### config.mk
export PLATFORM = sky130hd
export DESIGN_NAME = sram_wr_sched_flat
export DESIGN_NICKNAME = d
export VERILOG_FILES = /design/src/rtl/sram_wr_sched_pkg.sv /design/src/rtl/sram_wr_sched_if.sv /design/src/rtl/sram_wr_sched_rr_arbiter.sv /design/src/rtl/sram_wr_sched.sv /design/src/flat_wrapper.sv
export SDC_FILE = /design/constraint.sdc
export NUM_CORES = 1
export LEC_CHECK = 0
export BUFFER_PORTS_ARGS = -buffer_cell sky130_fd_sc_hd__buf_2
export CAP_MARGIN = 20
export CORE_ASPECT_RATIO = 1.5
export CORE_UTILIZATION = 31
export DETAILED_ROUTE_END_ITERATION = 6
export SKIP_CTS_REPAIR_TIMING = 1
export SLEW_MARGIN = 10
export SYNTH_ARGS = -nofsm -noshare
export SYNTH_HDL_FRONTEND = slang
export SYNTH_SLANG_ARGS = --single-unit
### constraint.sdc
create_clock -name i_clk -period 4.2 [get_ports i_clk]
set_input_delay 0.21 -clock i_clk [delete_from_list [all_inputs] [get_ports i_clk]]
set_output_delay 0.21 -clock i_clk [all_outputs]
set_load 0.1 [all_outputs]
### src/rtl/sram_wr_sched_pkg.sv
// Shared types and default sizes for the multi-port cache packet SRAM write path.
package mpcache_pkg;

    localparam int MP_NUM_PORTS = 4;
    localparam int MP_ADDR_W    = 12;
    localparam int MP_LEN_W     = 6;
    localparam int MP_SEL_W     = $clog2(MP_NUM_PORTS);

    typedef enum logic [1:0] {
        IDLE  = 2'd0,
        BURST = 2'd1,
        DONE  = 2'd2
    } sched_state_e;

    // Packet descriptor as queued downstream; widths follow the package defaults.
    typedef struct packed {
        logic [MP_SEL_W-1:0]  port;
        logic [MP_ADDR_W-1:0] head;
        logic [MP_LEN_W-1:0]  len;
    } desc_t;

    // Increment with explicit wrap so non-power-of-2 port counts rotate correctly.
    function automatic int wrap_inc(input int idx, input int n);
        return (idx + 1 >= n) ? 0 : idx + 1;
    endfunction

endpackage

### src/rtl/sram_wr_sched_if.sv
// Bundle of request, free-list, SRAM write, link RAM and descriptor signals
// around the write scheduler. master = scheduler side, slave = its environment.
interface sram_wr_sched_if
    import mpcache_pkg::*;
#(
    parameter int NUM_PORTS = MP_NUM_PORTS,
    parameter int ADDR_W    = MP_ADDR_W,
    parameter int LEN_W     = MP_LEN_W
);
    localparam int SEL_W = $clog2(NUM_PORTS);

    logic [NUM_PORTS-1:0]       i_req;
    logic [NUM_PORTS*LEN_W-1:0] i_req_len;
    logic [NUM_PORTS-1:0]       o_grant;
    logic [SEL_W-1:0]           o_port_sel;
    logic [ADDR_W-1:0]          i_free_addr;
    logic                       i_free_vld;
    logic                       o_free_ren;
    logic [ADDR_W-1:0]          o_sram_addr;
    logic                       o_sram_addr_vld;
    logic                       o_link_wr;
    logic [ADDR_W-1:0]          o_link_addr;
    logic [ADDR_W-1:0]          o_link_next;
    logic                       o_desc_vld;
    logic [SEL_W-1:0]           o_desc_port;
    logic [ADDR_W-1:0]          o_desc_head;
    logic [LEN_W-1:0]           o_desc_len;

    modport master (
        input  i_req, i_req_len, i_free_addr, i_free_vld,
        output o_grant, o_port_sel, o_free_ren, o_sram_addr, o_sram_addr_vld,
        output o_link_wr, o_link_addr, o_link_next,
        output o_desc_vld, o_desc_port, o_desc_head, o_desc_len
    );

    modport slave (
        output i_req, i_req_len, i_free_addr, i_free_vld,
        input  o_grant, o_port_sel, o_free_ren, o_sram_addr, o_sram_addr_vld,
        input  o_link_wr, o_link_addr, o_link_next,
        input  o_desc_vld, o_desc_port, o_desc_head, o_desc_len
    );

endinterface

### src/rtl/sram_wr_sched_rr_arbiter.sv
// Combinational round-robin pick: first set request at or after ptr, wrapping.
module rr_arbiter #(
    parameter int NUM_PORTS = 4,
    parameter int SEL_W     = $clog2(NUM_PORTS)
) (
    input  logic [NUM_PORTS-1:0] req,
    input  logic [SEL_W-1:0]     ptr,
    output logic [NUM_PORTS-1:0] grant,
    output logic [SEL_W-1:0]     idx,
    output logic                 any
);

    int k;

    // Scan ports starting at ptr; the first hit wins.
    always_comb begin
        grant = '0;
        idx   = '0;
        any   = 1'b0;
        k     = 0;
        for (int i = 0; i < NUM_PORTS; i++) begin
            k = int'(ptr) + i;
            if (k >= NUM_PORTS) k = k - NUM_PORTS;
            if (!any && req[k]) begin
                any      = 1'b1;
                grant[k] = 1'b1;
                idx      = SEL_W'(k);
            end
        end
    end

endmodule

### src/rtl/sram_wr_sched.sv
// Packet write scheduler: grants one input port per packet, pops one free
// block per word, chains blocks in the link RAM and emits a descriptor.
//
// state | meaning
// IDLE  | arbitrate; latch owner, length and advance the round-robin pointer
// BURST | one word per cycle while the free list supplies addresses
// DONE  | descriptor pulse; grant released
module sram_wr_sched
    import mpcache_pkg::*;
#(
    parameter int NUM_PORTS = MP_NUM_PORTS,
    parameter int ADDR_W    = MP_ADDR_W,
    parameter int LEN_W     = MP_LEN_W
) (
    input logic             i_clk,
    input logic             i_rst_n,
    sram_wr_sched_if.master bus
);

    localparam int SEL_W = $clog2(NUM_PORTS);

    sched_state_e         state_q, state_d;
    logic [SEL_W-1:0]     rr_ptr_q;
    logic [SEL_W-1:0]     port_q;
    logic [LEN_W-1:0]     len_q;
    logic [LEN_W-1:0]     remaining_q;
    logic [ADDR_W-1:0]    head_q;
    logic [ADDR_W-1:0]    prev_q;
    logic                 first_q;

    logic [NUM_PORTS-1:0] arb_grant;
    logic [SEL_W-1:0]     arb_idx;
    logic                 arb_any;
    logic [LEN_W-1:0]     sel_len;
    logic [LEN_W-1:0]     start_len;
    logic                 pop;

    rr_arbiter #(
        .NUM_PORTS (NUM_PORTS),
        .SEL_W     (SEL_W)
    ) u_rr_arbiter (
        .req   (bus.i_req),
        .ptr   (rr_ptr_q),
        .grant (arb_grant),
        .idx   (arb_idx),
        .any   (arb_any)
    );

    // Length field of the port the arbiter would grant this cycle.
    always_comb begin
        sel_len = '0;
        for (int p = 0; p < NUM_PORTS; p++) begin
            if (arb_grant[p]) sel_len = sel_len | bus.i_req_len[p*LEN_W +: LEN_W];
        end
    end

    // A zero-length request still stores one word.
    assign start_len = (sel_len == '0) ? LEN_W'(1) : sel_len;

    // One word per cycle whenever the free list has an address during a burst.
    assign pop = (state_q == BURST) && bus.i_free_vld;

    // State register.
    always_ff @(posedge i_clk or negedge i_rst_n) begin
        if (!i_rst_n) state_q <= IDLE;
        else          state_q <= state_d;
    end

    // Next state and all outputs; write strobes follow the free list combinationally.
    always_comb begin
        state_d             = state_q;
        bus.o_grant         = '0;
        bus.o_port_sel      = '0;
        bus.o_free_ren      = 1'b0;
        bus.o_sram_addr_vld = 1'b0;
        bus.o_sram_addr     = '0;
        bus.o_link_wr       = 1'b0;
        bus.o_link_addr     = '0;
        bus.o_link_next     = '0;
        bus.o_desc_vld      = 1'b0;
        bus.o_desc_port     = '0;
        bus.o_desc_head     = '0;
        bus.o_desc_len      = '0;
        case (state_q)
            IDLE: begin
                if (arb_any) state_d = BURST;
            end
            BURST: begin
                bus.o_grant    = NUM_PORTS'(1) << port_q;
                bus.o_port_sel = port_q;
                if (pop) begin
                    bus.o_free_ren      = 1'b1;
                    bus.o_sram_addr_vld = 1'b1;
                    bus.o_sram_addr     = bus.i_free_addr;
                    if (!first_q) begin
                        bus.o_link_wr   = 1'b1;
                        bus.o_link_addr = prev_q;
                        bus.o_link_next = bus.i_free_addr;
                    end
                    if (remaining_q == LEN_W'(1)) state_d = DONE;
                end
            end
            DONE: begin
                bus.o_desc_vld  = 1'b1;
                bus.o_desc_port = port_q;
                bus.o_desc_head = head_q;
                bus.o_desc_len  = len_q;
                state_d         = IDLE;
            end
            default: state_d = IDLE;
        endcase
    end

    // Burst bookkeeping: owner capture at grant, head/prev/remaining per popped word.
    always_ff @(posedge i_clk or negedge i_rst_n) begin
        if (!i_rst_n) begin
            rr_ptr_q    <= '0;
            port_q      <= '0;
            len_q       <= '0;
            remaining_q <= '0;
            head_q      <= '0;
            prev_q      <= '0;
            first_q     <= 1'b0;
        end else begin
            case (state_q)
                IDLE: begin
                    if (arb_any) begin
                        port_q      <= arb_idx;
                        len_q       <= start_len;
                        remaining_q <= start_len;
                        first_q     <= 1'b1;
                        rr_ptr_q    <= SEL_W'(wrap_inc(int'(arb_idx), NUM_PORTS));
                    end
                end
                BURST: begin
                    if (pop) begin
                        if (first_q) begin
                            head_q  <= bus.i_free_addr;
                            first_q <= 1'b0;
                        end
                        prev_q      <= bus.i_free_addr;
                        remaining_q <= remaining_q - LEN_W'(1);
                    end
                end
                default: ;
            endcase
        end
    end

endmodule

### src/flat_wrapper.sv
// flat-port wrapper written by rule: the top's interface ports become plain ports
module sram_wr_sched_flat import mpcache_pkg::*;
#(
    parameter int NUM_PORTS = MP_NUM_PORTS,
    parameter int ADDR_W    = MP_ADDR_W,
    parameter int LEN_W     = MP_LEN_W
)
  (i_clk, i_rst_n, bus_i_req, bus_i_req_len, bus_i_free_addr, bus_i_free_vld, bus_o_grant, bus_o_port_sel, bus_o_free_ren, bus_o_sram_addr, bus_o_sram_addr_vld, bus_o_link_wr, bus_o_link_addr, bus_o_link_next, bus_o_desc_vld, bus_o_desc_port, bus_o_desc_head, bus_o_desc_len);
  sram_wr_sched_if #(.NUM_PORTS(NUM_PORTS), .ADDR_W(ADDR_W), .LEN_W(LEN_W)) bus_i ();
  input logic i_clk;
  input logic i_rst_n;
  input wire logic [$bits(bus_i.i_req)-1:0] bus_i_req;
  input wire logic [$bits(bus_i.i_req_len)-1:0] bus_i_req_len;
  input wire logic [$bits(bus_i.i_free_addr)-1:0] bus_i_free_addr;
  input wire logic [$bits(bus_i.i_free_vld)-1:0] bus_i_free_vld;
  output wire logic [$bits(bus_i.o_grant)-1:0] bus_o_grant;
  output wire logic [$bits(bus_i.o_port_sel)-1:0] bus_o_port_sel;
  output wire logic [$bits(bus_i.o_free_ren)-1:0] bus_o_free_ren;
  output wire logic [$bits(bus_i.o_sram_addr)-1:0] bus_o_sram_addr;
  output wire logic [$bits(bus_i.o_sram_addr_vld)-1:0] bus_o_sram_addr_vld;
  output wire logic [$bits(bus_i.o_link_wr)-1:0] bus_o_link_wr;
  output wire logic [$bits(bus_i.o_link_addr)-1:0] bus_o_link_addr;
  output wire logic [$bits(bus_i.o_link_next)-1:0] bus_o_link_next;
  output wire logic [$bits(bus_i.o_desc_vld)-1:0] bus_o_desc_vld;
  output wire logic [$bits(bus_i.o_desc_port)-1:0] bus_o_desc_port;
  output wire logic [$bits(bus_i.o_desc_head)-1:0] bus_o_desc_head;
  output wire logic [$bits(bus_i.o_desc_len)-1:0] bus_o_desc_len;
  assign bus_i.i_req = bus_i_req;
  assign bus_i.i_req_len = bus_i_req_len;
  assign bus_i.i_free_addr = bus_i_free_addr;
  assign bus_i.i_free_vld = bus_i_free_vld;
  assign bus_o_grant = bus_i.o_grant;
  assign bus_o_port_sel = bus_i.o_port_sel;
  assign bus_o_free_ren = bus_i.o_free_ren;
  assign bus_o_sram_addr = bus_i.o_sram_addr;
  assign bus_o_sram_addr_vld = bus_i.o_sram_addr_vld;
  assign bus_o_link_wr = bus_i.o_link_wr;
  assign bus_o_link_addr = bus_i.o_link_addr;
  assign bus_o_link_next = bus_i.o_link_next;
  assign bus_o_desc_vld = bus_i.o_desc_vld;
  assign bus_o_desc_port = bus_i.o_desc_port;
  assign bus_o_desc_head = bus_i.o_desc_head;
  assign bus_o_desc_len = bus_i.o_desc_len;
  sram_wr_sched #(.NUM_PORTS(NUM_PORTS), .ADDR_W(ADDR_W), .LEN_W(LEN_W)) u_core (.i_clk(i_clk), .i_rst_n(i_rst_n), .bus(bus_i));
endmodule
### Word level (Yosys, flattened, before mapping)

Cells that the tools add are included.
W data, S select, Z words.

* register bits after elaboration: 43
* bits in latches: 0
* RAM bits: 0
* memory bits (read-only): 0
* bits of input ports: 43
* output and inout bits: 66
* logic and storage cells: 133
* memories kept: 0

* add/subtract/negate cells: 9
* $mul: 0
* divide/modulo/power cells: 0
* magnitude comparators: 13
* equal/unequal tests: 6
* shift operators: 1
* muxes and demuxes: 71
* bitwise operators: 6
* reductions and logical operators: 19

Operators with widths (number)
* $ge A32 B1 Y1 const B: 4
* $lt A32 B4 Y1 const B: 4
* $mux W32: 4
* $mux W12: 9
* $mux W6: 8
* $mux W1: 24
* $mux W2: 10
* $mux W4: 5
* $or A6 B6 Y6: 3
* $ge A3 B3 Y1 const B: 4
* $or A4 B4 Y4: 3
* $pmux W6 S2: 1
* $sub A3 B3 Y4 const B: 3
* $reduce_and A3 Y1: 3
* $bmux W1 S2: 4
* $demux W1 S2: 4
* $logic_and A1 B1 Y1: 8
* $add A2 B1 Y3 const B: 2
* $add A2 B2 Y3 const B: 2
* $eq A6 B1 Y1 const B: 1
* $logic_not A6 Y1: 1
* $sub A6 B1 Y6 const B: 1
* $ne A2 B1 Y1 const B: 2
* $pmux W2 S2: 1
* 11 further kinds: 14

### Logic depth before layout (Yosys ltp)

Gate-level depths: netlist of run 1.

* word-level depth: 26
* gate-level depth with buffers: 13
* mapped depth without buffers: 9

### Cells and area by module

Synthesis of run 1 repeated with hierarchy kept, for this count alone.

* cells, all modules: 274
* area total of the unflattened synthesis: 2803.9 um2

Modules (own cells, without submodules)
* sram_wr_sched: instances 1, cells an instance 226, area each 2343.5 um2, seq. area each 1076.0 um2
* rr_arbiter: instances 1, cells an instance 48, area each 460.4 um2, seq. area each 0.0 um2

### Worst setup path before layout of run 1

Ideal clock, no wire load.

* path kind: reg2out
* start point: register u_core.state_q[1]
* end point: output port bus_o_grant[1]
* data arrival time: 3.171 ns
* data required time: 3.990 ns
* slack: 0.819 ns
* cell stages (with the launch flop): 5
* path buffers: 1
* cells stage by stage: dfrtp_1 and2b_1 clkbuf_1 and2_1 nor2b_1

* word-level cells in the longest chain between the ends: 2

RTL lines
* from (decl): line sram_wr_sched.sv:22 `sched_state_e state_q, state_d;`
* from (signal assigned): line sram_wr_sched.sv:66 `else state_q <= state_d;`
* $eq A2 B1 Y1: line sram_wr_sched.sv:84 `case (state_q)`
* $mux W4: line sram_wr_sched.sv:84
* to (decl): line flat_wrapper.sv:16 `output wire logic [$bits(bus_i.o_grant)-1:0] bus_o_grant;`

Every way passes these cells.

==> impl_metrics.ini, run 1 <==
[setup_path]
start_kind = flip-flop
critPathKind = flip-flop to flip-flop
r2r_cells = 9
crit_fanout = 19
crit_path_end_kind = flip-flop
r2r-end = u_core.len_q[0]
rrSetupSlack_ns = 0.74
cp-endpoint = u_core.len_q[0]
worstPathRequired_ns = 4.35
cp.arrival_ns = 3.61

[timing]
fmax_mhz = 289
rsz0062_at_grt = no
setup_slack_ns = 0.742
period_share_pct = 82.3
worst_pin_slew_ns = 0.950
clock_skew_ns = 0.00235
tns_ns = 0
min_period_ns = 3.46
hold_viol = 0
setup_violations = 0
maxSlewViolCount = 0
slew_headroom_pct = 36.7

[floorplanning]
core_area_sq_mm = 0.00974
die_h_um = 125
placementRows = 44
dieArea_sq_mm = 0.0105
ioPinCount = 109
fp.dieW_um = 83.9
initial_core_util_pct = 32.0

[placed_design]
dp.cells = 540
placed_cell_area_sq_mm = 0.00370
portBuffers = 108
pre_cts_slack_ns = 0.756
post-dp-hpwl_mm = 6.48
gp_congestion = 0.878

[clocking]
clk_pin_slew_ns = 0.06
worstSkewPairLatency_ns = 0.28
htree_levels = 2
clock_path_buffers = 2
cts.sinks = 43
cts_root_buf = clkbuf_16
cts_buffers = 5
cts_tree = done

[global_routing]
antenna_found_initial = 0
grt_usage_pct = 16.2
overflow = 0
grt_pass1_wl_mm = 13.8
grt_max_degree = 44
grt_pass1_vias = 2885

[yosys]
synth.distinct_cells = 58
synth_seq_cells = 43
yosys_warnings = 0
synth.area.mux_share_pct = 8.50
synth_compound_area_share_pct = 22.8
yosysTopAreaCell = dfrtp_1
syn_nets = 391
synthXorXnorAreaFrac_pct = 0
synth_edf_count = 0
syn_inst = 342
synth_ff_type = dfrtp_1
synth-simple-area-share_pct = 26.1
synth_top_family_by_area = simple AND/OR/NAND/NOR gates
async_flop_share_pct = 100
avgSynthCellArea_sq_um = 9.12
ys_seq_area_share_pct = 34.5
synth_area_leaders = dfrtp_1 34%, and2_1 9.6%, mux2_2 5.1%
netlist_area_sq_mm = 0.00312
synth.top_cell.area_share_pct = 34.5
synthAdderAreaFrac_pct = 2.41

[run_status]
status = finished, violations left
violations = design-rule violations

[drt]
vias_per_cell = 5.37
drt_iter0_drc = 162
num_vias = 2944
drc = 29
wl_mm = 8.35
dr.pass1.iters = 7
ant_nets = 0
avgRoutedWirePerCell_um = 15.2

[power_and_ir_drop]
p_leak_uw = 0.00197
irDropWorstVdd_mv = 0.391
p_per_area_mw_per_mm2 = 881

[cells_and_area]
antenna_cells = 0
stdcell_count = 548
finalInstanceArea_sq_mm = 0.00387
nets = 481
drive_gt1_share_pct = 34.9
syn2layout_area_growth_pct = 24.1
num-fill-cells = 1002

[job]
drv_cap = 0

[hold_path]
worstHoldPathType = primary input to asynchronous set/reset pin
-- Yosys cell counts, types with 2 or more instances --
cell type  number
a211o_1         2
o21a_1          2
ha_1            6
a21oi_1        12
or3_1           2
a22oi_1         8
a211oi_1        5
and4_4          2
nand2b_1        2
mux2i_1         4
a222oi_1        7
and3_1         14
inv_1          13
mux4_2          3
buf_6           2
nand2_1        23
o22a_1          2
nor2b_1         3
nor3b_1         4
nor3_1          2
and2_1         48
o211ai_1        2
o31ai_1         4
a21oi_4         3
o21ai_1         4
or3b_4          3
o21ai_0        10
nor2_1         21
o22ai_1         4
mux2_2         14
clkbuf_1       19
dfrtp_1        43
a22o_1          4
a221oi_1        2
a21o_1         14
and3b_1         3
buf_2           5
-- logic make-up (layout without fill, tap and decap cells) --
group / after synthesis / count (layout)
simple gates: 138 / 138
flops: 43 / 43
mux: 21 / 21
buf+inv: 41 / 132
fa+ha+maj: 6 / 6
compound gates: 93 / 93
-- routing by layer --
metal	track usage, %	wire length [um]
met2	30.6	4410
met1	17.9	3320
met4	6.29	109
met3	2.52	511
met5	0	0
-- registers in the layout, summed over array words and instances (netlist names), named ones only --
signal,flops
u_core.head_q,12
u_core.len_q,6
u_core.port_q,2
u_core.first_q,1
u_core.prev_q,12
u_core.rr_ptr_q,1
u_core.remaining_q,6
u_core.state_q,2
-- cells in the final DEF, fill, tap and decap left out, types with 4 or more instances in the layout --
cell	count
a211oi_1	5
a21o_1	14
buf_2	108
dfrtp_1	43
a22o_1	4
ha_1	6
and3_1	14
o22ai_1	4
nor2_1	21
o21ai_1	4
o31ai_1	4
a222oi_1	7
mux2_2	14
and2_1	48
nand2_1	23
a22oi_1	8
inv_1	13
mux2i_1	4
o21ai_0	10
nor3b_1	4
a21oi_1	12
clkbuf_16	5
-- where the power goes --
part           switching, uW  total [uW]  internal (uW)
Clock                    153         448            295
Sequential               148         738            590
Combinational           1550        2220            672
-- through the flow --
step           hold slack [ns]  util (%)  power, uW
3_3_place_gp             0.410      37.9       2960
4_1_cts                  0.108      39.7       3440
6_report                0.0765      39.7       3410
3_5_place_dp             0.417      37.9       2980
2_1_floorplan          -0.0856         -       2630
5_1_grt                  0.160      39.7       3620
-- worst max-delay path: stages (launching register included) --
cell	delay (ns)
dfrtp_1	0.75
inv_1	0.15
ha_1	0.48
mux4_2	0.66
or3b_1	0.40
a21oi_2	0.30
a2111oi_0	0.15
and3_1	0.23
nand4_2	0.09
o211ai_1	0.09
-- final cells by class --
class	instances	area, sq um	share of cell area, %
multi-input combinational	258	1870	48.2
sequential	43	1080	27.8
timing repair buffer	111	563	14.5
tap	115	144	3.72
clock buffer	6	139	3.59
inverter	13	48.8	1.26
clock inverter	2	35.0	0.905
-- worst min path at each step --
| stage | depth (start not counted) | slack (ns) | to | startpoint |
|---|---|---|---|---|
| 5_1_grt | 1 | 0.16 | u_core.prev_q[2] | i_rst_n |
| 6_report | 1 | 0.08 | u_core.prev_q[2] | i_rst_n |
| 3_3_place_gp | 1 | 0.41 | u_core.prev_q[0] | i_rst_n |
| 2_1_floorplan | 0 | -0.09 | asynchronous set/reset pin | i_rst_n |
| 4_1_cts | 1 | 0.11 | u_core.prev_q[2] | i_rst_n |
| 3_5_place_dp | 1 | 0.42 | u_core.prev_q[2] | i_rst_n |
Note: power is estimated with default switching activity, not from simulation.
==> run 2: changes to the inputs <==
- clock period: 4.2 -> 3.56 ns (I/O delays scaled with it)
==> impl_metrics.ini, run 2 (synthesis results as in run 1) <==
[run_status]
status = finished, violations left
violations = design-rule violations

[timing]
clock_skew_ns = 0.00364
slew_headroom_pct = 36.3
fmax_mhz = 311
maxSlewViolCount = 0
worst_pin_slew_ns = 0.955
rsz0062_at_grt = no
hold_viol = 0
tns_ns = 0
setup_violations = 0
period_share_pct = 90.4
min_period_ns = 3.22

[cells_and_area]
drive_gt1_share_pct = 35.1
nets = 484
reg.largest.list = u_core.head_q: 12 flops, u_core.prev_q: 12 flops
num-fill-cells = 936
final_common_cell = buf_2
antenna_cells = 0
syn2layout_area_growth_pct = 35.8
utilization_pct = 43.5
layout_common_cells = 83 x buf_2, 48 x and2_1, 43 x dfrtp_1, 25 x buf_12, 23 x nand2_1
finalInstanceArea_sq_mm = 0.00424

[clocking]
cts.sinks = 43
htree_levels = 2
cts_tree = done
cts_buffers = 5
clk_pin_slew_ns = 0.06
worstSkewPairLatency_ns = 0.29
cts_root_buf = clkbuf_16
clock_path_buffers = 2

[setup_path]
crit_fanout = 11
start_kind = flip-flop
worstPathRequired_ns = 3.72
crit_slowest_cell = mux4_2
cpPeakStageDelay_ns = 0.66
crit_chain = inv_1 > ha_1 > mux4_2 > or3b_1 > a21oi_2 > a2111oi_0 > and3_1 > nand4_2 > o211ai_1
cp.arrival_ns = 3.37
cp_top_family = simple AND/OR/NAND/NOR gates
worst-path-buf-inv = 1
crit_path_end_kind = flip-flop
critPathKind = flip-flop to flip-flop

[drt]
vias_per_cell = 5.39
drt_iter0_drc = 163
num_vias = 2968
dr.pass1.iters = 7
wl_mm = 8.66
avgRoutedWirePerCell_um = 15.7
drc = 29
ant_nets = 0

[floorplanning]
fp.dieW_um = 83.9
die_h_um = 125
core_area_sq_mm = 0.00974
ioPinCount = 109
placementRows = 44
dieArea_sq_mm = 0.0105
initial_core_util_pct = 32.0

[global_routing]
grt_usage_pct = 16.7
overflow = 0
antenna_found_initial = 0
grt_pass1_vias = 2856
grt_pass1_wl_mm = 14.0
grt_max_degree = 44

[placed_design]
placed_cell_area_sq_mm = 0.00410
portBuffers = 108
gp_congestion = 0.899
post-dp-hpwl_mm = 6.59

[power_and_ir_drop]
p_per_area_mw_per_mm2 = 994
irDropWorstVdd_mv = 0.334
p_leak_uw = 0.00206
total_power_uw = 4210

[hold_path]
worstHoldPathType = primary input to asynchronous set/reset pin

[job]
drv_cap = 0
run 2: report_power, final:
part / internal, uW / switching (uW)
Sequential: 697 / 140
Clock: 259 / 182
Combinational: 1010 / 1920
run 2: path summary, 6_finish.rpt:
kind                                     from                     to  slack, ns  cells after the start
min                                   i_rst_n       u_core.prev_q[0]       0.04                      1
max in group asynchronous             i_rst_n        u_core.len_q[3]       2.92                      1
max                        u_core.rr_ptr_q[1]  u_core.remaining_q[0]       0.34                      9
max reg2reg                u_core.rr_ptr_q[1]  u_core.remaining_q[0]       0.34                      9
min in group i_clk         bus_i_free_addr[5]       u_core.head_q[5]       0.15                      2
min reg2reg                  u_core.prev_q[0]       u_core.prev_q[0]       0.47                      1
run 2: metal layers:
layer | routed length (um) | share of wire, % | vias to the layer above | global-route usage (%)
li1 | - | - | 1418 | -
met2 | 4560 | 53 | 128 | 31.1
met4 | 134 | 1.5 | 0 | 5.38
met3 | 524 | 6.1 | 9 | 3.25
met1 | 3450 | 40 | 1413 | 18.7
met5 | 0 | 0 | - | 0
run 2: final cells by class:
class | instances | area [sq um] | share of cell area, %
clock buffers | 6 | 129 | 3.04
clock inverters | 2 | 12.5 | 0.295
inverters | 13 | 48.8 | 1.15
flip-flops and latches | 43 | 1080 | 25.4
well taps | 115 | 144 | 3.40
multi-input cells | 258 | 1870 | 44.0
repair buffers | 114 | 961 | 22.7
run 2: metrics by stage:
| stage | cells | hold slack, ns | setup WS (ns) |
|---|---|---|---|
| after global routing | 551 | 0.114 | 0.128 |
| after CTS | 551 | 0.0779 | 0.355 |
| final | 551 | 0.0450 | 0.343 |
| after floorplan | 342 | -0.118 | 0.211 |
| after detailed placement | 543 | 0.392 | 0.367 |
| after global placement | 543 | 0.382 | 0.447 |
